**config.mk**
```make
export PLATFORM = sky130hd
export DESIGN_NAME = pattern_stream_sequencer_flat
export DESIGN_NICKNAME = d
export VERILOG_FILES = /design/src/rtl/pattern_seq_pkg.sv /design/src/rtl/pattern_stream_sequencer_if.sv /design/src/rtl/pattern_seq_tagpipe.sv /design/src/rtl/pattern_stream_sequencer.sv /design/src/flat_wrapper.sv
export SDC_FILE = /design/constraint.sdc
export NUM_CORES = 1
export LEC_CHECK = 0
export CAP_MARGIN = 20
export CORE_MARGIN = 10
export CORE_UTILIZATION = 43
export CTS_BUF_LIST = sky130_fd_sc_hd__clkbuf_8
export CTS_CLUSTER_DIAMETER = 150
export DETAILED_ROUTE_END_ITERATION = 6
export PLACE_DENSITY = 0.69
export SYNTH_ARGS = -nofsm -noshare
export SYNTH_HDL_FRONTEND = slang
export SYNTH_SLANG_ARGS = --single-unit
```
**constraint.sdc**
```tcl
create_clock -name clk -period 2.8 [get_ports clk]
set_input_delay 0.56 -clock clk [delete_from_list [all_inputs] [get_ports clk]]
set_output_delay 0.56 -clock clk [all_outputs]
set_load 0.05 [all_outputs]
```
**src/rtl/pattern_seq_pkg.sv**
```systemverilog
// Shared types for the pattern stream sequencer: FSM state encoding and default widths.
package pattern_seq_pkg;

    localparam int DEF_WORD_W = 20;
    localparam int DEF_CNT_W  = 5;

    typedef enum logic [2:0] {
        IDLE  = 3'd0,
        DRST  = 3'd1,
        SHIFT = 3'd2,
        DRAIN = 3'd3,
        DONE  = 3'd4
    } seq_state_e;

endpackage

```
**src/rtl/pattern_stream_sequencer_if.sv**
```systemverilog
// Word-in / result-out handshakes of the pattern stream sequencer.
interface pattern_stream_sequencer_if
    import pattern_seq_pkg::*;
#(
    parameter int WORD_W = DEF_WORD_W,
    parameter int CNT_W  = DEF_CNT_W
);
    logic              in_valid;
    logic              in_ready;
    logic [WORD_W-1:0] in_word;
    logic              in_keep_state;
    logic              res_valid;
    logic              res_ready;
    logic [CNT_W-1:0]  res_count;
    logic [CNT_W-1:0]  res_first_idx;
    logic              res_hit;

    // master: word producer and result consumer; slave: the sequencer
    modport master (
        output in_valid, in_word, in_keep_state, res_ready,
        input  in_ready, res_valid, res_count, res_first_idx, res_hit
    );
    modport slave (
        input  in_valid, in_word, in_keep_state, res_ready,
        output in_ready, res_valid, res_count, res_first_idx, res_hit
    );
endinterface

```
**src/rtl/pattern_seq_tagpipe.sv**
```systemverilog
// Delay line carrying {valid, bit index} for each driven bit so detector
// responses can be attributed to the bit that caused them.
module pattern_seq_tagpipe #(
    parameter int DEPTH = 1,
    parameter int IDX_W = 5
) (
    input  logic             clk,
    input  logic             clr,
    input  logic             tag_vld,
    input  logic [IDX_W-1:0] tag_idx,
    output logic             out_vld,
    output logic [IDX_W-1:0] out_idx
);
    logic [DEPTH-1:0]            vld_pipe;
    logic [DEPTH-1:0][IDX_W-1:0] idx_pipe;

    always_ff @(posedge clk) begin
        if (clr) begin
            vld_pipe <= '0;
            idx_pipe <= '0;
        end else begin
            vld_pipe[0] <= tag_vld;
            idx_pipe[0] <= tag_idx;
            for (int i = 1; i < DEPTH; i++) begin
                vld_pipe[i] <= vld_pipe[i-1];
                idx_pipe[i] <= idx_pipe[i-1];
            end
        end
    end

    assign out_vld = vld_pipe[DEPTH-1];
    assign out_idx = idx_pipe[DEPTH-1];
endmodule

```
**src/rtl/pattern_stream_sequencer.sv**
```systemverilog
// Serialises accepted words into a pattern detector, counts its match pulses
// and returns a per-word result (count, first matching bit index).
module pattern_stream_sequencer
    import pattern_seq_pkg::*;
#(
    parameter int WORD_W      = DEF_WORD_W,
    parameter int DET_LATENCY = 1,
    parameter int CNT_W       = DEF_CNT_W
) (
    input  logic                        clk,
    input  logic                        rst,
    pattern_stream_sequencer_if.slave   bus,
    output logic                        det_rst,
    output logic                        det_stream_in,
    input  logic                        det_found,
    output logic                        busy
);
    localparam int               DW         = (DET_LATENCY > 1) ? $clog2(DET_LATENCY) : 1;
    localparam logic [CNT_W-1:0] LAST_IDX   = CNT_W'(WORD_W - 1);
    localparam logic [CNT_W-1:0] CNT_MAX    = '1;
    localparam logic [DW-1:0]    DRAIN_LAST = DW'(DET_LATENCY - 1);

    seq_state_e        state, state_nxt;
    logic [WORD_W-1:0] word;
    logic [CNT_W-1:0]  bit_idx;
    logic [DW-1:0]     drain_cnt;
    logic [CNT_W-1:0]  count, first_idx;
    logic              rst_q;
    logic              accept;
    logic              in_ready, res_valid, drst_out, stream_out;
    logic              tag_vld;
    logic [CNT_W-1:0]  tag_idx;

    assign accept = bus.in_valid && in_ready;

    always_ff @(posedge clk) begin
        if (rst) state <= IDLE;
        else     state <= state_nxt;
    end

    always_comb begin
        state_nxt  = state;
        in_ready   = 1'b0;
        res_valid  = 1'b0;
        drst_out   = 1'b0;
        stream_out = 1'b0;
        case (state)
            IDLE: begin
                in_ready = 1'b1;
                if (bus.in_valid) state_nxt = bus.in_keep_state ? SHIFT : DRST;
            end
            DRST: begin
                drst_out  = 1'b1;
                state_nxt = SHIFT;
            end
            SHIFT: begin
                stream_out = word[bit_idx];
                if (bit_idx == LAST_IDX) state_nxt = DRAIN;
            end
            DRAIN: begin
                if (drain_cnt == DRAIN_LAST) state_nxt = DONE;
            end
            DONE: begin
                res_valid = 1'b1;
                if (bus.res_ready) state_nxt = IDLE;
            end
            default: state_nxt = IDLE;
        endcase
    end

    // The detector is reset once on the cycle following our own reset.
    always_ff @(posedge clk) rst_q <= rst;

    always_ff @(posedge clk) begin
        if (rst) begin
            word      <= '0;
            bit_idx   <= '0;
            drain_cnt <= '0;
            count     <= '0;
            first_idx <= '0;
        end else if (accept) begin
            word      <= bus.in_word;
            bit_idx   <= '0;
            drain_cnt <= '0;
            count     <= '0;
            first_idx <= '0;
        end else begin
            if (state == SHIFT) bit_idx   <= bit_idx + 1'b1;
            if (state == DRAIN) drain_cnt <= drain_cnt + 1'b1;
            if (det_found && tag_vld) begin
                if (count == '0)     first_idx <= tag_idx;
                if (count != CNT_MAX) count    <= count + 1'b1;
            end
        end
    end

    pattern_seq_tagpipe #(.DEPTH(DET_LATENCY), .IDX_W(CNT_W)) u_tagpipe (
        .clk     (clk),
        .clr     (rst),
        .tag_vld (state == SHIFT),
        .tag_idx (bit_idx),
        .out_vld (tag_vld),
        .out_idx (tag_idx)
    );

    assign bus.in_ready      = in_ready;
    assign bus.res_valid     = res_valid;
    assign bus.res_count     = count;
    assign bus.res_first_idx = first_idx;
    assign bus.res_hit       = (count != '0);
    assign det_rst           = rst_q | drst_out;
    assign det_stream_in     = stream_out;
    assign busy              = (state != IDLE);
endmodule

```
**src/flat_wrapper.sv**
```systemverilog
// flat-port wrapper written by rule: the top's interface ports become plain ports
module pattern_stream_sequencer_flat import pattern_seq_pkg::*;
#(
    parameter int WORD_W      = DEF_WORD_W,
    parameter int DET_LATENCY = 1,
    parameter int CNT_W       = DEF_CNT_W
)
  (clk, rst, det_rst, det_stream_in, det_found, busy, bus_in_valid, bus_in_word, bus_in_keep_state, bus_res_ready, bus_in_ready, bus_res_valid, bus_res_count, bus_res_first_idx, bus_res_hit);
  pattern_stream_sequencer_if #(.WORD_W(WORD_W), .CNT_W(CNT_W)) bus_i ();
  input  logic clk;
  input  logic rst;
  output logic det_rst;
  output logic det_stream_in;
  input  logic det_found;
  output logic busy;
  input wire logic [$bits(bus_i.in_valid)-1:0] bus_in_valid;
  input wire logic [$bits(bus_i.in_word)-1:0] bus_in_word;
  input wire logic [$bits(bus_i.in_keep_state)-1:0] bus_in_keep_state;
  input wire logic [$bits(bus_i.res_ready)-1:0] bus_res_ready;
  output wire logic [$bits(bus_i.in_ready)-1:0] bus_in_ready;
  output wire logic [$bits(bus_i.res_valid)-1:0] bus_res_valid;
  output wire logic [$bits(bus_i.res_count)-1:0] bus_res_count;
  output wire logic [$bits(bus_i.res_first_idx)-1:0] bus_res_first_idx;
  output wire logic [$bits(bus_i.res_hit)-1:0] bus_res_hit;
  assign bus_i.in_valid = bus_in_valid;
  assign bus_i.in_word = bus_in_word;
  assign bus_i.in_keep_state = bus_in_keep_state;
  assign bus_i.res_ready = bus_res_ready;
  assign bus_in_ready = bus_i.in_ready;
  assign bus_res_valid = bus_i.res_valid;
  assign bus_res_count = bus_i.res_count;
  assign bus_res_first_idx = bus_i.res_first_idx;
  assign bus_res_hit = bus_i.res_hit;
  pattern_stream_sequencer #(.WORD_W(WORD_W), .DET_LATENCY(DET_LATENCY), .CNT_W(CNT_W)) u_core (.clk(clk), .rst(rst), .bus(bus_i), .det_rst(det_rst), .det_stream_in(det_stream_in), .det_found(det_found), .busy(busy));
endmodule
```
==> impl_table.tex, run 1 <==
\begin{tabular}{lr}
\hline
Metric & Value \\
\hline
\multicolumn{2}{l}{\textbf{Run status}} \\
Run status & complete, no violations \\
\multicolumn{2}{l}{\textbf{Global routing}} \\
Global-route congestion overflow total & 0 \\
Largest net degree at the start of global routing & 30 \\
Global routing usage summed across all routing layers & about a tenth \\
Global-route wire length before repair & about 6.7 mm \\
Via count of the first global-routing pass & $\sim$1600 \\
Number of antenna violations at the first check in global routing & 0 \\
\multicolumn{2}{l}{\textbf{Clock tree}} \\
Number of hold-repair buffers added at the cts stage & 0 \\
Clk Latency, worst-skew pair & between 0.2 and 0.3 ns \\
Maximum buffer depth of the clock tree & 2 \\
CTS tree & done \\
Clock sinks & between 40 and 50 \\
Number of post-CTS setup repair buffers & 0 \\
Clock root buffer master & sky130\_fd\_sc\_hd\_\_clkbuf\_8 \\
Clock buffers created by TritonCTS & 5 \\
Count of instances resized after the clock tree is built & 0 \\
Maximum level of the CTS H-tree & 2 \\
Clock edge transition at the registers on the reported setup and hold paths & around 0.080 ns \\
\multicolumn{2}{l}{\textbf{Setup path}} \\
Largest stage delay, worst path & 0.72 ns \\
RR Startpoint & u\_core.bit\_idx[0] \\
Slowest cell on the critical path & sky130\_fd\_sc\_hd\_\_clkdlybuf4s50\_1 \\
Beginning of the critical path & u\_core.bus.res\_count[0] \\
Critical path depth in cells & 4 \\
Worst Path Arrival & 2.03 ns \\
Worst reg2reg path depth & 5 \\
Largest delay share family, worst path & buffers and inverters \\
Reg2Reg Capture Point & u\_core.state[1] \\
Critical path buffer and inverter count & 2 \\
Startpoint Class & flop \\
Critical path capture point type & output pin \\
Slack of the worst reg-to-reg path & 0.99 ns \\
Largest fanout on the critical path & 5 \\
Crit path cell chain & inv\_1 > ha\_1 > or4b\_4 > clkdlybuf4s50\_1 \\
Critical Path RT & approximately 2.2 ns \\
Critical path class & reg2out \\
Termination of the worst setup path & bus\_res\_hit \\
\multicolumn{2}{l}{\textbf{Yosys}} \\
Mean instance size in the synthesized netlist & just over 9 sq um \\
Flip-flop cell with the highest count after synthesis & sky130\_fd\_sc\_hd\_\_dfxtp\_1 \\
Synthesis warning total & 0 \\
Top cells by area, synth & sky130\_fd\_sc\_hd\_\_dfxtp\_1 46\%, sky130\_fd\_sc\_hd\_\_nand2\_1 9.0\%, sky130\_fd\_sc\_hd\_\_mux2i\_1 6.0\% \\
Proportion of synthesized flip-flops having asynchronous set or reset & 0\% \\
Post-synthesis cell area & between 1500 and 2000 sq um \\
Largest area contributor in the synthesized netlist & sky130\_fd\_sc\_hd\_\_dfxtp\_1 \\
Top cell type's share of synthesized area & between 40\% and 50\% \\
Synth Instances & 220 \\
Fraction of the yosys area taken by sequential cells & between 40\% and 50\% \\
Number of flops mapped to enable cells by yosys & 0 \\
Nets in the synthesized netlist & 250 \\
Unique masters post-synth & 39 \\
Register bit total from synthesis & 46 \\
\multicolumn{2}{l}{\textbf{Final layout}} \\
Net count, final & around 290 \\
Layout Cells excl Fill & approximately 310 \\
Fraction of layout cells with a size suffix above 1 & between 10\% and 20\% \\
Number of diodes & 0 \\
Finished Cell Area & approximately 2500 sq um \\
Layout Area Growth over Synthesis & 26.6\% \\
Filler instances & 418 \\
\multicolumn{2}{l}{\textbf{STA}} \\
Total count of max-transition violations in the final report & 0 \\
Highest Clock Rate & approximately 390 MHz \\
Hold Fails Final Rpt & 0 \\
Tightest Pin Transition & roughly 0.62 ns \\
Rel. slew slack & 58.5\% \\
Worst slack on hold paths & around 0.46 ns \\
Setup total negative slack & 0 ns \\
Fin Clk Skew & 0.00502 ns \\
Post-layout min period & 2.59 ns \\
RSZ-0062 raised after global routing & no \\
Final clock period utilization by the worst path & slightly above 90\% \\
Final setup viols & 0 \\
\multicolumn{2}{l}{\textbf{Detailed routing}} \\
Drt first-iter violations & 70 \\
Drt pass-1 iters & 4 \\
DRC Markers & 0 \\
Aggregate routed wire length & between 3 and 4 mm \\
Routed wire per std cell & approximately 12 microns \\
ANT nets after route & 0 \\
Via count of the routed design & roughly 1500 \\
Post-DR vias/cell & between 4 and 5 \\
\multicolumn{2}{l}{\textbf{Place}} \\
Port buffer count & 41 \\
Total instance count after detailed placement & 301 \\
Final Wtd Congestion & roughly 0.8 \\
Half-perimeter wire length after detailed placement & between 2 and 3 mm \\
Placed standard-cell area & approximately 2400 sq um \\
\multicolumn{2}{l}{\textbf{Floorplan}} \\
Core area & $\sim$4400 sq um \\
Total die area & 7750 sq um \\
Row cnt & 24 \\
Die Width & about 88 microns \\
Effective utilization at floorplan & a little under half \\
Overall die height & approximately 88 microns \\
IO Count & 42 \\
\multicolumn{2}{l}{\textbf{Run}} \\
MaxCap Viol Count & 0 \\
\multicolumn{2}{l}{\textbf{Hold path}} \\
Class of the tightest hold or removal check & reg2reg \\
\multicolumn{2}{l}{\textbf{Power and ir drop}} \\
Leakage power total & around 0.00093 uW \\
Worst VDD drop & 0.372 mV \\
Power after layout & roughly 2000 uW \\
Power density over the cells & approximately 810 nW/um\^{}2 \\
\hline
\end{tabular}
-- power breakdown --
part / leakage [uW] / internal, uW / switching (uW)
logic: 0.000506 / 322 / 441
registers: 0.000374 / 759 / 113
clock network: 0.0000472 / 198 / 212
-- kinds of logic after synthesis --
| logic type | Yosys count | synth area share [%] |
|---|---|---|
| adder cells (fa/ha/maj) | 4 | 2.51 |
| buffers and inverters | 20 | 4.46 |
| flip-flops | 46 | 46.2 |
| multiplexers | 16 | 10.6 |
| AND/OR/NAND/NOR | 96 | 23.9 |
| AO/OA/AOI/OAI | 30 | 8.86 |
| XOR/XNOR | 8 | 3.52 |
-- state kept, by name, indices dropped and copies added (netlist names) --
name	cells
u_core.word	20
u_core.bit_idx	5
u_core.bus.res_count	5
u_core.bus.res_first_idx	5
u_core.u_tagpipe.out_idx	5
u_core.state	3
u_core.drain_cnt	1
u_core.rst_q	1
u_core.u_tagpipe.out_vld	1
-- area by class of cell --
| type | instances | area, sq um | share of cell area, % |
|---|---|---|---|
| Sequential cell | 46 | 921 | 36.5 |
| Inverter | 6 | 22.5 | 0.893 |
| Multi-Input combinational cell | 154 | 982 | 39.0 |
| Tap cell | 52 | 65.1 | 2.58 |
| Clock inverter | 2 | 12.5 | 0.496 |
| Timing Repair Buffer | 43 | 435 | 17.3 |
| Clock buffer | 6 | 82.6 | 3.28 |
-- how the worst min path moves through the flow --
| stage | end | cells after the start | slack, ns | from |
|---|---|---|---|---|
| after floorplan | u_core.word[18] | 2 | 0.43 | u_core.word[18] |
| after global placement | u_core.word[3] | 2 | 0.45 | u_core.word[3] |
| after detailed placement | u_core.word[3] | 2 | 0.45 | u_core.word[3] |
| after CTS | u_core.word[3] | 2 | 0.46 | u_core.word[3] |
| after global routing | u_core.word[19] | 2 | 0.48 | u_core.word[19] |
| final | u_core.word[3] | 2 | 0.46 | u_core.word[3] |
-- worst register-to-register path, delay by kind of cell (launching register included) --
kind | cells | cell delay [ns]
fa+ha+maj | 1 | 0.24
flops | 1 | 0.53
simple gates | 3 | 0.66
compound gates | 1 | 0.26
-- metal layers --
layer,vias to the layer above,routed length [microns],global-route usage (%)
met1,694,1680,11.4
met5,-,0,0
met2,30,1810,18.5
met3,6,248,3.06
met4,0,59,4.28
li1,808,-,-
-- per-stage QoR --
step	util, %	setup WS (ns)
after floorplan	-	0.596
after global placement	55.0	0.524
after detailed placement	55.0	0.514
after CTS	57.1	0.187
after global routing	57.1	0.0804
final	57.1	0.207
-- synth_stat cells (2+ instances only) --
library cell and instances:
sky130_fd_sc_hd__nand2_1 48, sky130_fd_sc_hd__dfxtp_1 46, sky130_fd_sc_hd__a21oi_1 22, sky130_fd_sc_hd__nor2_1 20
sky130_fd_sc_hd__mux2i_1 12, sky130_fd_sc_hd__clkbuf_1 7, sky130_fd_sc_hd__inv_1 6, sky130_fd_sc_hd__nor2b_1 6
sky130_fd_sc_hd__buf_2 5, sky130_fd_sc_hd__xor2_1 5, sky130_fd_sc_hd__ha_1 4, sky130_fd_sc_hd__mux4_2 4
sky130_fd_sc_hd__nand4_1 3, sky130_fd_sc_hd__xnor2_1 3, sky130_fd_sc_hd__and3_1 2, sky130_fd_sc_hd__buf_4 2
sky130_fd_sc_hd__nor3_1 2, sky130_fd_sc_hd__nor3b_2 2
-- cell usage in the layout, fill, tap and decap left out, types with 2 or more instances in the layout --
| master | Yosys | layout |
|---|---|---|
| sky130_fd_sc_hd__a21oi_1 | 22 | 22 |
| sky130_fd_sc_hd__and3_1 | 2 | 2 |
| sky130_fd_sc_hd__buf_4 | 2 | 2 |
| sky130_fd_sc_hd__clkbuf_8 | 0 | 6 |
| sky130_fd_sc_hd__clkdlybuf4s50_1 | 0 | 40 |
| sky130_fd_sc_hd__dfxtp_1 | 46 | 46 |
| sky130_fd_sc_hd__ha_1 | 4 | 4 |
| sky130_fd_sc_hd__inv_1 | 6 | 6 |
| sky130_fd_sc_hd__mux2i_1 | 12 | 12 |
| sky130_fd_sc_hd__mux4_2 | 4 | 4 |
| sky130_fd_sc_hd__nand2_1 | 48 | 48 |
| sky130_fd_sc_hd__nand4_1 | 3 | 3 |
| sky130_fd_sc_hd__nor2_1 | 20 | 20 |
| sky130_fd_sc_hd__nor2b_1 | 6 | 6 |
| sky130_fd_sc_hd__nor3_1 | 2 | 2 |
| sky130_fd_sc_hd__nor3b_2 | 2 | 2 |
| sky130_fd_sc_hd__xnor2_1 | 3 | 3 |
| sky130_fd_sc_hd__xor2_1 | 5 | 5 |
(Power assumes the default switching activity.)
==> run 2, diff against run 1 <==
CTS_CLUSTER_DIAMETER = 50   (was 150)
==> results of run 2 <==
Final layout, timing and power as in run 1 (identical DEF).
